--- config.mk ---
export PLATFORM = sky130hd
export DESIGN_NAME = johnson_monitor
export DESIGN_NICKNAME = d
export VERILOG_FILES = /design/src/rtl/johnson_monitor.sv
export SDC_FILE = /design/constraint.sdc
export NUM_CORES = 1
export LEC_CHECK = 0
export CAP_MARGIN = 40
export CORE_MARGIN = 2
export CORE_UTILIZATION = 55
export DETAILED_ROUTE_END_ITERATION = 8
export GPL_TIMING_DRIVEN = 0
export HOLD_SLACK_MARGIN = 0.06
export PLACE_DENSITY = 0.92
export SYNTH_ARGS = -nofsm -noshare
export SYNTH_HDL_FRONTEND = slang
export SYNTH_SLANG_ARGS = --single-unit
--- constraint.sdc ---
create_clock -name clk -period 4.27 [get_ports clk]
set_input_delay 0.854 -clock clk [delete_from_list [all_inputs] [get_ports clk]]
set_output_delay 0.854 -clock clk [all_outputs]
set_load 0.005 [all_outputs]
--- src/rtl/johnson_monitor.sv ---
// johnson_monitor
// Watches a 4-bit Johnson counter and checks that every enabled sample is the
// legal successor of the previous one. Declares lock after LOCK_N consecutive
// correct successions, flags sequence errors while locked, and counts
// completed revolutions (1000 -> 0000 while locked).
//
// Ports:
//   clk        rising-edge clock
//   reset      asynchronous active-low reset (release taken on clk)
//   en         sample enable for q_in
//   q_in       4-bit Johnson code from the upstream counter
//   clr        synchronous clear of err_sticky / err_cnt (independent of en)
//   phase      registered one-hot phase of the last sample, 0 if illegal
//   legal      registered: last sample was one of the 8 legal codes
//   locked     monitor is in LOCKED
//   err_pulse  one-cycle pulse on a sequence error while LOCKED
//   err_sticky set by an error, held until clr or reset
//   err_cnt    saturating error count
//   rev_cnt    completed-revolution count, wraps modulo 256
//   rev_pulse  one-cycle pulse per completed revolution
module johnson_monitor #(
   parameter int LOCK_N = 3
) (
   input  logic       clk,
   input  logic       reset,
   input  logic       en,
   input  logic [3:0] q_in,
   input  logic       clr,
   output logic [7:0] phase,
   output logic       legal,
   output logic       locked,
   output logic       err_pulse,
   output logic       err_sticky,
   output logic [7:0] err_cnt,
   output logic [7:0] rev_cnt,
   output logic       rev_pulse
);

   typedef enum logic [1:0] {UNLOCKED, LOCKING, LOCKED} state_t;

   localparam logic [3:0] LOCK_V = 4'(LOCK_N);

   state_t     state, state_n;
   logic [3:0] mcnt, mcnt_n;
   logic [3:0] q_r;
   logic       q_r_valid;

   logic [7:0] in_onehot;
   logic       in_legal;
   logic [3:0] succ;
   logic       correct;
   logic       err_hit, rev_hit;

   // Decode the incoming code into its phase
   always_comb begin
      in_legal  = 1'b1;
      in_onehot = 8'h00;
      case (q_in)
         4'b0000: in_onehot = 8'h01;
         4'b0001: in_onehot = 8'h02;
         4'b0011: in_onehot = 8'h04;
         4'b0111: in_onehot = 8'h08;
         4'b1111: in_onehot = 8'h10;
         4'b1110: in_onehot = 8'h20;
         4'b1100: in_onehot = 8'h40;
         4'b1000: in_onehot = 8'h80;
         default: in_legal  = 1'b0;
      endcase
   end

   // Johnson step: shift left, feed back inverted MSB. For an illegal q_r this
   // yields another illegal code, so it can never match a legal q_in.
   assign succ    = {q_r[2:0], ~q_r[3]};
   assign correct = q_r_valid & in_legal & (q_in == succ);

   always_comb begin
      state_n = state;
      mcnt_n  = mcnt;
      err_hit = 1'b0;
      rev_hit = 1'b0;
      if (en) begin
         case (state)
            UNLOCKED: begin
               if (in_legal) begin
                  state_n = LOCKING;
                  mcnt_n  = 4'd0;
               end
            end
            LOCKING: begin
               if (correct) begin
                  mcnt_n = mcnt + 4'd1;
                  if (mcnt + 4'd1 == LOCK_V) begin
                     state_n = LOCKED;
                     mcnt_n  = 4'd0;
                  end
               end else if (in_legal) begin
                  mcnt_n = 4'd0;
               end else begin
                  state_n = UNLOCKED;
                  mcnt_n  = 4'd0;
               end
            end
            LOCKED: begin
               if (correct) begin
                  rev_hit = (q_r == 4'b1000);
               end else begin
                  err_hit = 1'b1;
                  mcnt_n  = 4'd0;
                  state_n = in_legal ? LOCKING : UNLOCKED;
               end
            end
            default: begin
               state_n = UNLOCKED;
               mcnt_n  = 4'd0;
            end
         endcase
      end
   end

   always_ff @(posedge clk or negedge reset) begin
      if (!reset) begin
         state      <= UNLOCKED;
         mcnt       <= 4'd0;
         q_r        <= 4'd0;
         q_r_valid  <= 1'b0;
         phase      <= 8'h00;
         legal      <= 1'b0;
         err_pulse  <= 1'b0;
         err_sticky <= 1'b0;
         err_cnt    <= 8'h00;
         rev_cnt    <= 8'h00;
         rev_pulse  <= 1'b0;
      end else begin
         state     <= state_n;
         mcnt      <= mcnt_n;
         err_pulse <= err_hit;
         rev_pulse <= rev_hit;
         if (en) begin
            q_r       <= q_in;
            q_r_valid <= 1'b1;
            phase     <= in_onehot;
            legal     <= in_legal;
         end
         // A new error outranks a same-cycle clear
         if (err_hit) begin
            err_sticky <= 1'b1;
            if (clr)                  err_cnt <= 8'd1;
            else if (err_cnt != 8'hff) err_cnt <= err_cnt + 8'd1;
         end else if (clr) begin
            err_sticky <= 1'b0;
            err_cnt    <= 8'h00;
         end
         if (rev_hit) rev_cnt <= rev_cnt + 8'd1;
      end
   end

   assign locked = (state == LOCKED);

endmodule
-- Word-level counts from Yosys, hierarchy flattened
Cells that the tools add are included.
- reductions and logical operators: 8
- bitwise logic cells: 3
- eq/ne operators: 17
- $add $sub $neg: 3
- muxes and demuxes: 26
- operators by type and width (cell ; number):
    case mux 8 bit (8 select lines) ; 1
    two-way mux 8 bit ; 4
    == test 4 bit, second input constant ; 5
    adder 8 x 1 -> 8 bit, second input constant ; 2
    two-way mux 4 bit ; 4
    case mux 4 bit (3 select lines) ; 1
    two-way mux 1 bit ; 10
    two-way mux 2 bit ; 5
    == test 4 x 2 -> 1 bit, second input constant ; 2
    inequality test 8 bit, second input constant ; 1
    OR reduction 8 bit ; 1
    inequality test 3 bit, second input constant ; 2
    case mux 2 bit (3 select lines) ; 1
    AND reduction 5 bit ; 1
    adder 4 x 1 -> 4 bit, second input constant ; 1
    == test 4 x 1 -> 1 bit, second input constant ; 1
    == test 4 x 3 -> 1 bit, second input constant ; 1
    == test 4 bit ; 1
    zero test 4 bit ; 1
    inequality test 2 bit, second input constant ; 2
    nonzero test 2 bit ; 2
    AND reduction 3 bit ; 1
    AND 1 bit ; 2
    == test 2 x 1 -> 1 bit, second input constant ; 1
    other kinds (4) ; 4
- register bits after elaboration: 39
- word-level logic and storage cells: 68

-- Depth between registers and ports, before layout
Gate-level depths: netlist (run 1).
- depth after elaboration: 10
- mapped depth: 7
- mapped depth without buffers: 6

-- Worst setup path after synthesis (run 1)
OpenSTA, ideal clock, no wires.
- kind: input-to-reg
- start: input port q_in[2]
- end: register mcnt[1]
- data arrival time: 2303 ps
- cell stages on the path: 6
- library setup time: 125 ps
- required time: 4145 ps
- buffers on the path: 1
- setup slack: 1843 ps
- path through: buf_6 and2_4 or3_4 and4_4 a211oi_2 mux2_2
- word-level cells in the longest chain between the ends: 7
- elaborated cells on any way between the ends: 18
- RTL lines (what ; RTL line ; RTL):
    from (decl) ; 27 ; input logic [3:0] q_in,
    == test 4 bit (tied with other cells) ; 58 ; case (q_in)
    OR reduction 8 bit (no line) ; - ;
    two-way mux 1 bit ; 58 ;
    AND 1 bit (2 in a row) ; 74 ; assign correct = q_r_valid & in_legal & (q_in == succ);
    two-way mux 4 bit or inequality test 2 bit (tied branches) ; - ;
    case mux 4 bit (3 select lines) or AND reduction 3 bit (tied branches) ; - ;
    to (signal assigned) ; 135 ; mcnt <= mcnt_n;
    to (decl) ; 44 ; logic [3:0] mcnt, mcnt_n;
Several ways; a longest one is shown, not always the timed one.
A chain may end at the register's enable or synchronous reset.

-- Final worst setup path (run 1)
- start: input port q_in[3]
- end: register mcnt[1]
The elaborated chain is that of the path after synthesis.

==> results of run 1 <==
==> metrics by stage <==
step | hold slack, ns | area, µm² | utilization | setup slack (ns) | power, mW
after floorplan | 0.440 | 2020 | - | 1.84 | 0.447
after detailed placement | 0.460 | 2420 | 0.672 | 1.30 | 0.482
final | 0.473 | 2500 | 0.693 | 1.58 | 0.706
after global routing | 0.495 | 2500 | 0.693 | 1.46 | 0.741
after CTS | 0.473 | 2500 | 0.693 | 1.60 | 0.710
after global placement | 0.460 | 2400 | 0.666 | 1.31 | 0.475
==> final cells by class <==
type                    count  area [µm²]
fillers                   281        1110
flip-flops and latches     39         976
multi-input cells         135         941
repair buffers             33         343
clock buffers               6        72.6
inverters                  16        60.1
well taps                  48        60.1
plain buffers               9        45.0
==> sequential cells by signal, summed over array words and instances, names as in the netlist <==
| signal | count |
|---|---|
| err_cnt | 8 |
| err_pulse | 1 |
| err_sticky | 1 |
| legal | 1 |
| mcnt | 4 |
| phase | 8 |
| q_r | 4 |
| q_r_valid | 1 |
| rev_cnt | 8 |
| rev_pulse | 1 |
| state | 2 |
==> where the power goes <==
group / switching [mW] / internal, mW
sequential: 0.0103 / 0.381
combinational: 0.0466 / 0.0377
clock: 0.121 / 0.109
total: 0.178 / 0.527
==> critical path: cells and delay by family <==
kind,cells,cell delay [ns]
AO/OA/AOI/OAI,1,0.38
buffers and inverters,1,0.49
multiplexers,1,0.37
AND/OR/NAND/NOR,3,0.78
==> synthesized netlist by cell type, drive strengths merged (3+ instances only) <==
| cell | count | area, µm² |
|---|---|---|
| ha | 4 | 50.1 |
| nor2 | 10 | 37.5 |
| a211oi | 5 | 47.5 |
| clkbuf | 4 | 15.0 |
| and3 | 4 | 25.0 |
| nand3 | 9 | 45.0 |
| and2 | 4 | 27.5 |
| and4 | 3 | 28.8 |
| xor2 | 4 | 35.0 |
| buf | 5 | 30.0 |
| a31oi | 3 | 18.8 |
| xnor2 | 6 | 52.6 |
| a21oi | 3 | 15.0 |
| inv | 16 | 60.1 |
| mux2 | 8 | 90.1 |
| dfrtp | 39 | 976 |
| nand2 | 14 | 52.6 |
| nor3 | 7 | 35.0 |
| nand4b | 3 | 26.3 |
| o21ai | 11 | 55.1 |
| nand4 | 8 | 50.1 |
==> kinds of logic after synthesis <==
kind of cell / count (synthesis) / share of synthesized area
DFF: 39 / 0.483
AOI/OAI and AO/OA: 36 / 0.127
xor gates and xnor gates: 10 / 0.0433
and+or+nand+nor: 75 / 0.215
adders and majority gates: 4 / 0.0248
buffers and inverters: 25 / 0.0520
muxes: 10 / 0.0545
==> final timing paths <==
check                                         endpoint                   start
worst max-delay path               mcnt[1]$_DFFE_PN0P_                 q_in[3]
max in group asynchronous           q_r[3]$_DFFE_PN0P_                   reset
worst min register to register  rev_cnt[7]$_DFFE_PN0P_  rev_cnt[7]$_DFFE_PN0P_
min in group asynchronous       err_cnt[3]$_DFFE_PN0P_                   reset
worst max register to register  err_cnt[3]$_DFFE_PN0P_    state[0]$_DFFE_PN0P_
worst min-delay path            rev_cnt[7]$_DFFE_PN0P_  rev_cnt[7]$_DFFE_PN0P_
==> routing by layer <==
| metal | up-vias | share of wire |
|---|---|---|
| met2 | 42 | 0.50 |
| met3 | 7 | 0.052 |
| li1 | 799 | - |
| met4 | 0 | 0.014 |
| met1 | 842 | 0.43 |
| met5 | - | 0 |
==> flow_summary.html, run 1 <==
<table>
<tr><th>Metric</th><th>Value</th></tr>
<tr><th colspan="2">Status</th></tr>
<tr><td>Status</td><td>completed</td></tr>
<tr><th colspan="2">Floorplanning</th></tr>
<tr><td>Chip Width</td><td>64.6 µm</td></tr>
<tr><td>Total Die Area</td><td>around 4200 µm²</td></tr>
<tr><td>Area of the core region</td><td>3610 µm²</td></tr>
<tr><td># IOs</td><td>37</td></tr>
<tr><td>Die Ht</td><td>64.6 µm</td></tr>
<tr><td>Number of core rows</td><td>22</td></tr>
<tr><td>Starting Density</td><td>0.561</td></tr>
<tr><th colspan="2">STA</th></tr>
<tr><td>Number of pins exceeding their max-slew limit in the final report</td><td>0</td></tr>
<tr><td>Clock tree skew after final layout</td><td>0.00652 ns</td></tr>
<tr><td>Number of failing setup endpoints in the final timing report</td><td>0</td></tr>
<tr><td>Slew at the pin with the worst max-slew slack</td><td>approximately 0.48 ns</td></tr>
<tr><td>Maximum clock frequency</td><td>372 MHz</td></tr>
<tr><td>Ratio of final minimum period to clock period</td><td>0.630</td></tr>
<tr><td>Total Neg Setup Slack</td><td>0 ns</td></tr>
<tr><td>Shortest clock period the worst path allows after layout</td><td>2.69 ns</td></tr>
<tr><td>Relative slew slack</td><td>0.675</td></tr>
<tr><td>RSZ-0062 raised after global routing</td><td>false</td></tr>
<tr><td>Final Hold Fails</td><td>0</td></tr>
<tr><th colspan="2">Pwr</th></tr>
<tr><td>Worst-case vdd ir drop</td><td>202 µV</td></tr>
<tr><td>Leakage</td><td>around 1.1 nW</td></tr>
<tr><td>Areal power density over the cells</td><td>between 200 and 300 nW/µm²</td></tr>
<tr><th colspan="2">Global routing</th></tr>
<tr><td>Met3 usage in global routing</td><td>0.0573</td></tr>
<tr><td>Wire length of the first global-routing pass</td><td>between 7000 and 8000 µm</td></tr>
<tr><td>Met2 global-route usage</td><td>0.387</td></tr>
<tr><td>Number of global-route vias before repair</td><td>between 1,500 and 2,000</td></tr>
<tr><td>Initial antenna violation count</td><td>0</td></tr>
<tr><td>Met1 track utilization from global routing</td><td>0.281</td></tr>
<tr><td>Gr busiest metal</td><td>met2</td></tr>
<tr><td>Maximum number of pins on one net before global-route repair</td><td>21</td></tr>
<tr><td>Overall fraction of global-route tracks in use</td><td>0.226</td></tr>
<tr><td>Sum of overflow across all layers after global routing</td><td>0</td></tr>
<tr><th colspan="2">Place</th></tr>
<tr><td>Dpl cells</td><td>280</td></tr>
<tr><td>Port Buffer Count</td><td>32</td></tr>
<tr><td>HPWL after DPL</td><td>between 3000 and 4000 µm</td></tr>
<tr><td>Gp weighted congestion</td><td>0.834</td></tr>
<tr><th colspan="2">Logic synthesis</th></tr>
<tr><td>Number of flops mapped to enable cells by yosys</td><td>0</td></tr>
<tr><td>Share of flip-flops with an asynchronous set or reset after synthesis</td><td>1.00</td></tr>
<tr><td>Syn Inst Count</td><td>199</td></tr>
<tr><td>Average cell area after synthesis</td><td>10.2 µm²</td></tr>
<tr><td>Synthesized netlist net count</td><td>between 200 and 250</td></tr>
<tr><td>Synthesis Warnings</td><td>0</td></tr>
<tr><td>Seq/Total Area, Yosys</td><td>0.483</td></tr>
<tr><td>Most used flip-flop cell after synthesis</td><td>dfrtp_1</td></tr>
<tr><td>Synth Register Bits</td><td>39</td></tr>
<tr><td>Synthesized area</td><td>2020 µm²</td></tr>
<tr><td>Cell variety after synth</td><td>49</td></tr>
<tr><th colspan="2">Clocking</th></tr>
<tr><td>TritonCTS clock tree</td><td>yes</td></tr>
<tr><td># hold bufs at CTS</td><td>0</td></tr>
<tr><td>Post-CTS setup buffer count</td><td>0</td></tr>
<tr><td>Buffer type at the clock tree root</td><td>clkbuf_8</td></tr>
<tr><td>Worst-Skew Late Latency</td><td>0.30 ns</td></tr>
<tr><td>Cells resized by post-CTS repair</td><td>0</td></tr>
<tr><td>H-tree Lvls</td><td>2</td></tr>
<tr><td>Number of clock sinks</td><td>39</td></tr>
<tr><td>Buffer depth of the longest clock path</td><td>2</td></tr>
<tr><td>Clock slew at reported path FFs</td><td>0.07 ns</td></tr>
<tr><td>Inserted Clock Buffers</td><td>5</td></tr>
<tr><th colspan="2">Routing</th></tr>
<tr><td>Number of vias after detailed routing</td><td>~1,700</td></tr>
<tr><td>Initial detailed-routing violation count</td><td>116</td></tr>
<tr><td>Drt first pass iters</td><td>5</td></tr>
<tr><td>Sum of routed wire length over all layers</td><td>4260 µm</td></tr>
<tr><td>Wire per inst</td><td>14.9 µm</td></tr>
<tr><td>Antenna Nets Post-Route</td><td>0</td></tr>
<tr><td>Drt via density</td><td>5.91</td></tr>
<tr><td>Residual DRC</td><td>0</td></tr>
<tr><th colspan="2">Worst setup path</th></tr>
<tr><td>R2r worst-path depth</td><td>6</td></tr>
<tr><td>Critical path capture point type</td><td>register</td></tr>
<tr><td>Data arrival, critical path</td><td>between 2 and 3 ns</td></tr>
<tr><td>Worst path slowest cell</td><td>clkdlybuf4s50_1</td></tr>
<tr><td>Critical path peak fanout</td><td>5</td></tr>
<tr><td>Category of the critical setup timing path</td><td>input port to register</td></tr>
<tr><td>Required time of the critical path</td><td>4.45 ns</td></tr>
<tr><td>Worst reg-to-reg setup slack</td><td>2.33 ns</td></tr>
<tr><td>Kind of start point of the critical path</td><td>input port</td></tr>
<tr><td>Worst path cell trace</td><td>clkdlybuf4s50_1, and2_4, or3_4, and4_4, a211oi_2, mux2_2</td></tr>
<tr><td>Biggest cell delay along the critical path</td><td>approximately 0.5 ns</td></tr>
<tr><th colspan="2">Cells and area</th></tr>
<tr><td>Antenna diode count</td><td>0</td></tr>
<tr><td>Final instance count without filler cells</td><td>286</td></tr>
<tr><td>Commonest cells after routing, fill and taps aside</td><td>39 x dfrtp_1, 31 x clkdlybuf4s50_1, 16 x inv_1</td></tr>
<tr><td>Final Net Count</td><td>between 200 and 300</td></tr>
<tr><td>Area growth, synth to finish</td><td>23.5%</td></tr>
<tr><td>Fraction of final layout cells with drive strength greater than 1</td><td>0.109</td></tr>
<tr><td>Leading cell type in the layout, fill and taps excluded</td><td>dfrtp_1</td></tr>
<tr><th colspan="2">Worst hold path</th></tr>
<tr><td>Hold Path Cell Cnt</td><td>1</td></tr>
<tr><td>Classification of the worst-slack hold path</td><td>register to register</td></tr>
<tr><th colspan="2">Flow run</th></tr>
<tr><td>Max-cap check violation count</td><td>0</td></tr>
</table>
Power figures use the tool's default switching activity.
==> run 2, diff against run 1 <==
--- a/config.mk
+++ b/config.mk
@@ -7,11 +7,11 @@
 export LEC_CHECK = 0
 export CAP_MARGIN = 40
 export CORE_MARGIN = 2
-export CORE_UTILIZATION = 55
+export CORE_UTILIZATION = 47
 export DETAILED_ROUTE_END_ITERATION = 8
 export GPL_TIMING_DRIVEN = 0
 export HOLD_SLACK_MARGIN = 0.06
-export PLACE_DENSITY = 0.92
+export PLACE_DENSITY = 0.85
 export SYNTH_ARGS = -nofsm -noshare
 export SYNTH_HDL_FRONTEND = slang
 export SYNTH_SLANG_ARGS = --single-unit
==> constraint.sdc (replaced) <==
create_clock -name clk -period 2.2 [get_ports clk]
set_input_delay 0.44 -clock clk [delete_from_list [all_inputs] [get_ports clk]]
set_output_delay 0.44 -clock clk [all_outputs]
set_load 0.005 [all_outputs]
==> run 2 against run 1 <==
- critical endpoint is now rev_cnt[1]$_DFFE_PN0P_
- highest routed layer unchanged
- design area is 3.8% higher
- critical path depth grew 2
- combinational power rose by 110%
- total power rose by 100%
- routed wire length rose by 0.77%
- largest cell class unchanged
==> flow_summary.html, run 2 (same netlist as run 1, synthesis figures left out) <==
<table>
<tr><th>Metric</th><th>Value</th></tr>
<tr><th colspan="2">Global routing</th></tr>
<tr><td>Overall fraction of global-route tracks in use</td><td>0.186 (-0.0407)</td></tr>
<tr><td>Number of global-route vias before repair</td><td>1,575 (+0.77%)</td></tr>
<tr><td>Maximum number of pins on one net before global-route repair</td><td>33 (+57%)</td></tr>
<tr><td>Sum of overflow across all layers after global routing</td><td>0 (unchanged)</td></tr>
<tr><td>Wire length of the first global-routing pass</td><td>7290 µm (-0.19%)</td></tr>
<tr><td>Initial antenna violation count</td><td>0 (unchanged)</td></tr>
<tr><th colspan="2">Pwr</th></tr>
<tr><td>Combinational share of power</td><td>0.127 (+0.008)</td></tr>
<tr><td>Leakage</td><td>1.13 nW (+5.2%)</td></tr>
<tr><td>Overall power consumption</td><td>1.42 mW (+100%)</td></tr>
<tr><td>Clock power frac</td><td>0.338 (+0.012)</td></tr>
<tr><td>Internal Pwr Total</td><td>1.07 mW (+100%)</td></tr>
<tr><td>Net switching power</td><td>346 µW (+94%)</td></tr>
<tr><td>Worst-case vdd ir drop</td><td>290 µV (+44%)</td></tr>
<tr><td>Relative contribution of sequential cells to total power</td><td>0.535 (-0.019)</td></tr>
<tr><td>Share of total power consumed by net switching</td><td>0.244 (-0.00849)</td></tr>
<tr><td>Areal power density over the cells</td><td>547 nW/µm² (+94%)</td></tr>
<tr><th colspan="2">Worst hold path</th></tr>
<tr><td>Classification of the worst-slack hold path</td><td>input port to register</td></tr>
<tr><th colspan="2">Worst setup path</th></tr>
<tr><td>Biggest cell delay along the critical path</td><td>0.49 ns (about the same)</td></tr>
<tr><td>Buffers plus inverters on the worst setup path</td><td>3 (+2)</td></tr>
<tr><td>Critical path capture point type</td><td>register</td></tr>
<tr><td>Worst path cell trace</td><td>clkdlybuf4s50_1, buf_4, nor2_1, a211oi_2, and4_4, buf_4, nand2_1, mux2_2</td></tr>
<tr><td>Data arrival, critical path</td><td>2.29 ns (-0.58 ns)</td></tr>
<tr><td>CP delay by family, top</td><td>buffers and inverters</td></tr>
<tr><td>Category of the critical setup timing path</td><td>input port to register</td></tr>
<tr><td>Worst path slowest cell</td><td>clkdlybuf4s50_1</td></tr>
<tr><td>Critical path peak fanout</td><td>10 (+5)</td></tr>
<tr><td>Critical path's most frequent cell</td><td>buf_4</td></tr>
<tr><td>Required time of the critical path</td><td>2.37 ns (-2.08 ns)</td></tr>
<tr><td>Kind of start point of the critical path</td><td>input port</td></tr>
<tr><th colspan="2">STA</th></tr>
<tr><td>Shortest clock period the worst path allows after layout</td><td>around 2.1 ns</td></tr>
<tr><td>Final Hold Fails</td><td>0 (unchanged)</td></tr>
<tr><td>Maximum clock frequency</td><td>between 400 and 500 MHz</td></tr>
<tr><td>Slew at the pin with the worst max-slew slack</td><td>0.462 ns (-0.0209 ns)</td></tr>
<tr><td>Relative slew slack</td><td>0.689 (+0.0141)</td></tr>
<tr><td>Clock tree skew after final layout</td><td>0.00352 ns (-0.00301 ns)</td></tr>
<tr><td>Ratio of final minimum period to clock period</td><td>0.961</td></tr>
<tr><td>Number of pins exceeding their max-slew limit in the final report</td><td>0 (unchanged)</td></tr>
<tr><td>Total Neg Setup Slack</td><td>0 ns (unchanged)</td></tr>
<tr><td>Number of failing setup endpoints in the final timing report</td><td>0 (unchanged)</td></tr>
<tr><td>RSZ-0062 raised after global routing</td><td>false</td></tr>
<tr><th colspan="2">Floorplanning</th></tr>
<tr><td>Total Die Area</td><td>4840 µm² (+16%)</td></tr>
<tr><td>Die Ht</td><td>69.6 µm (+7.7%)</td></tr>
<tr><td># IOs</td><td>37 (unchanged)</td></tr>
<tr><td>Chip Width</td><td>69.6 µm (+7.7%)</td></tr>
<tr><td>Area of the core region</td><td>4060 µm² (+13%)</td></tr>
<tr><td>Starting Density</td><td>0.498 (-0.0624)</td></tr>
<tr><td>Number of core rows</td><td>23 (+4.5%)</td></tr>
<tr><th colspan="2">Cells and area</th></tr>
<tr><td>Leading cell type in the layout, fill and taps excluded</td><td>dfrtp_1</td></tr>
<tr><td>Area growth, synth to finish</td><td>28.2%</td></tr>
<tr><td>Seq. cell area</td><td>976 µm² (unchanged)</td></tr>
<tr><td>Final instance count without filler cells</td><td>297 (+3.8%)</td></tr>
<tr><td>Antenna diode count</td><td>0 (unchanged)</td></tr>
<tr><td>Final Net Count</td><td>259 (+3.2%)</td></tr>
<tr><td>Registers with the highest flip-flop counts</td><td>err_cnt x8, phase x8, rev_cnt x8</td></tr>
<tr><td>Commonest cells after routing, fill and taps aside</td><td>39 x dfrtp_1, 30 x clkdlybuf4s50_1, 16 x inv_1</td></tr>
<tr><td>Fraction of final layout cells with drive strength greater than 1</td><td>0.150 (+0.0406)</td></tr>
<tr><td>Number of filler instances in the final layout</td><td>331 (+18%)</td></tr>
<tr><td>Final Util</td><td>0.639 (-0.0537)</td></tr>
<tr><td>Multi-input gate area in the final layout</td><td>956 µm² (+1.6%)</td></tr>
<tr><th colspan="2">Clocking</th></tr>
<tr><td>Buffer depth of the longest clock path</td><td>2 (unchanged)</td></tr>
<tr><td>TritonCTS clock tree</td><td>yes</td></tr>
<tr><td>Clock slew at reported path FFs</td><td>0.07 ns (about the same)</td></tr>
<tr><td>Buffer type at the clock tree root</td><td>clkbuf_8</td></tr>
<tr><td>Number of clock sinks</td><td>39 (unchanged)</td></tr>
<tr><td>Inserted Clock Buffers</td><td>5 (unchanged)</td></tr>
<tr><td>Worst-Skew Late Latency</td><td>0.29 ns (about the same)</td></tr>
<tr><td>H-tree Lvls</td><td>2 (unchanged)</td></tr>
<tr><th colspan="2">Place</th></tr>
<tr><td>Gp weighted congestion</td><td>0.832 (-0.14%)</td></tr>
<tr><td>Port Buffer Count</td><td>32 (unchanged)</td></tr>
<tr><td>HPWL after DPL</td><td>3000 µm (-3.1%)</td></tr>
<tr><td>Dpl cells</td><td>282 (+0.71%)</td></tr>
<tr><th colspan="2">Routing</th></tr>
<tr><td>Number of vias after detailed routing</td><td>1,670 (-1.2%)</td></tr>
<tr><td>Drt via density</td><td>5.62 (-4.8%)</td></tr>
<tr><td>Initial detailed-routing violation count</td><td>127 (+9.5%)</td></tr>
<tr><td>Sum of routed wire length over all layers</td><td>4300 µm (+0.77%)</td></tr>
<tr><td>Residual DRC</td><td>0 (unchanged)</td></tr>
<tr><td>Antenna Nets Post-Route</td><td>0 (unchanged)</td></tr>
<tr><td>Drt first pass iters</td><td>4 (-1)</td></tr>
<tr><td>Wire per inst</td><td>14.5 µm (-3.0%)</td></tr>
<tr><th colspan="2">Status</th></tr>
<tr><td>Status</td><td>completed</td></tr>
<tr><th colspan="2">Flow run</th></tr>
<tr><td>Max-cap check violation count</td><td>0 (unchanged)</td></tr>
</table>
run 2: layout make-up:
cell class	count	area share
well taps	50	0.0241
plain buffers	9	0.0193
clock buffers	6	0.0319
flip-flops and latches	39	0.376
repair buffers	41	0.154
multi-input cells	135	0.369
clock inverters	1	0.00193
inverters	16	0.0232
run 2: what timing repair did:
| item | in CTS | in global routing |
|---|---|---|
| endpoints found under the hold margin | 7 | 0 |
| gates resized for setup | 3 | 4 |
| endpoints found under the setup margin | 2 | 10 |
| hold buffers | 1 | 0 |
| setup buffers | 0 | 7 |
| pin swaps | 0 | 5 |
run 2: path summary, 6_finish.rpt:
kind	start	end	slack, ns	cells past startpoint
setup / recovery	q_in[0]	rev_cnt[1]$_DFFE_PN0P_	0.09	8
hold / removal	q_in[2]	q_r[2]$_DFFE_PN0P_	0.43	2
setup reg to reg	state[0]$_DFFE_PN0P_	err_cnt[3]$_DFFE_PN0P_	0.14	6
hold reg to reg	rev_cnt[7]$_DFFE_PN0P_	rev_cnt[7]$_DFFE_PN0P_	0.47	1
max in group asynchronous	reset	q_r_valid$_DFFE_PN0P_	1.25	3
min in group asynchronous	reset	err_cnt[6]$_DFFE_PN0P_	0.53	2
run 2: layer usage:
layer	vias to the layer above	track usage	wire length [µm]
met2	36	0.309	2150
met4	0	0.0523	47
li1	808	-	-
met5	-	0	0
met3	5	0.0509	188
met1	821	0.238	1910
run 2: through the flow:
stage | hold WS (ns) | setup WS, ns | cell area (µm²)
2_1_floorplan | 0.144 | 0.187 | 2020
3_3_place_gp | 0.461 | -0.326 | 2400
3_5_place_dp | 0.307 | -0.331 | 2420
4_1_cts | 0.417 | 0.0255 | 2530
5_1_grt | 0.420 | 0.00821 | 2590
6_report | 0.428 | 0.0868 | 2590
run 2: power by group through the flow:
stage | registers [mW] | clock network [mW] | logic (mW)
floorplan | 0.769 | 0 | 0.0985
finish | 0.758 | 0.479 | 0.181
global route | 0.761 | 0.520 | 0.199
detailed placement | 0.772 | 0 | 0.159
CTS | 0.758 | 0.490 | 0.165
global placement | 0.771 | 0 | 0.153
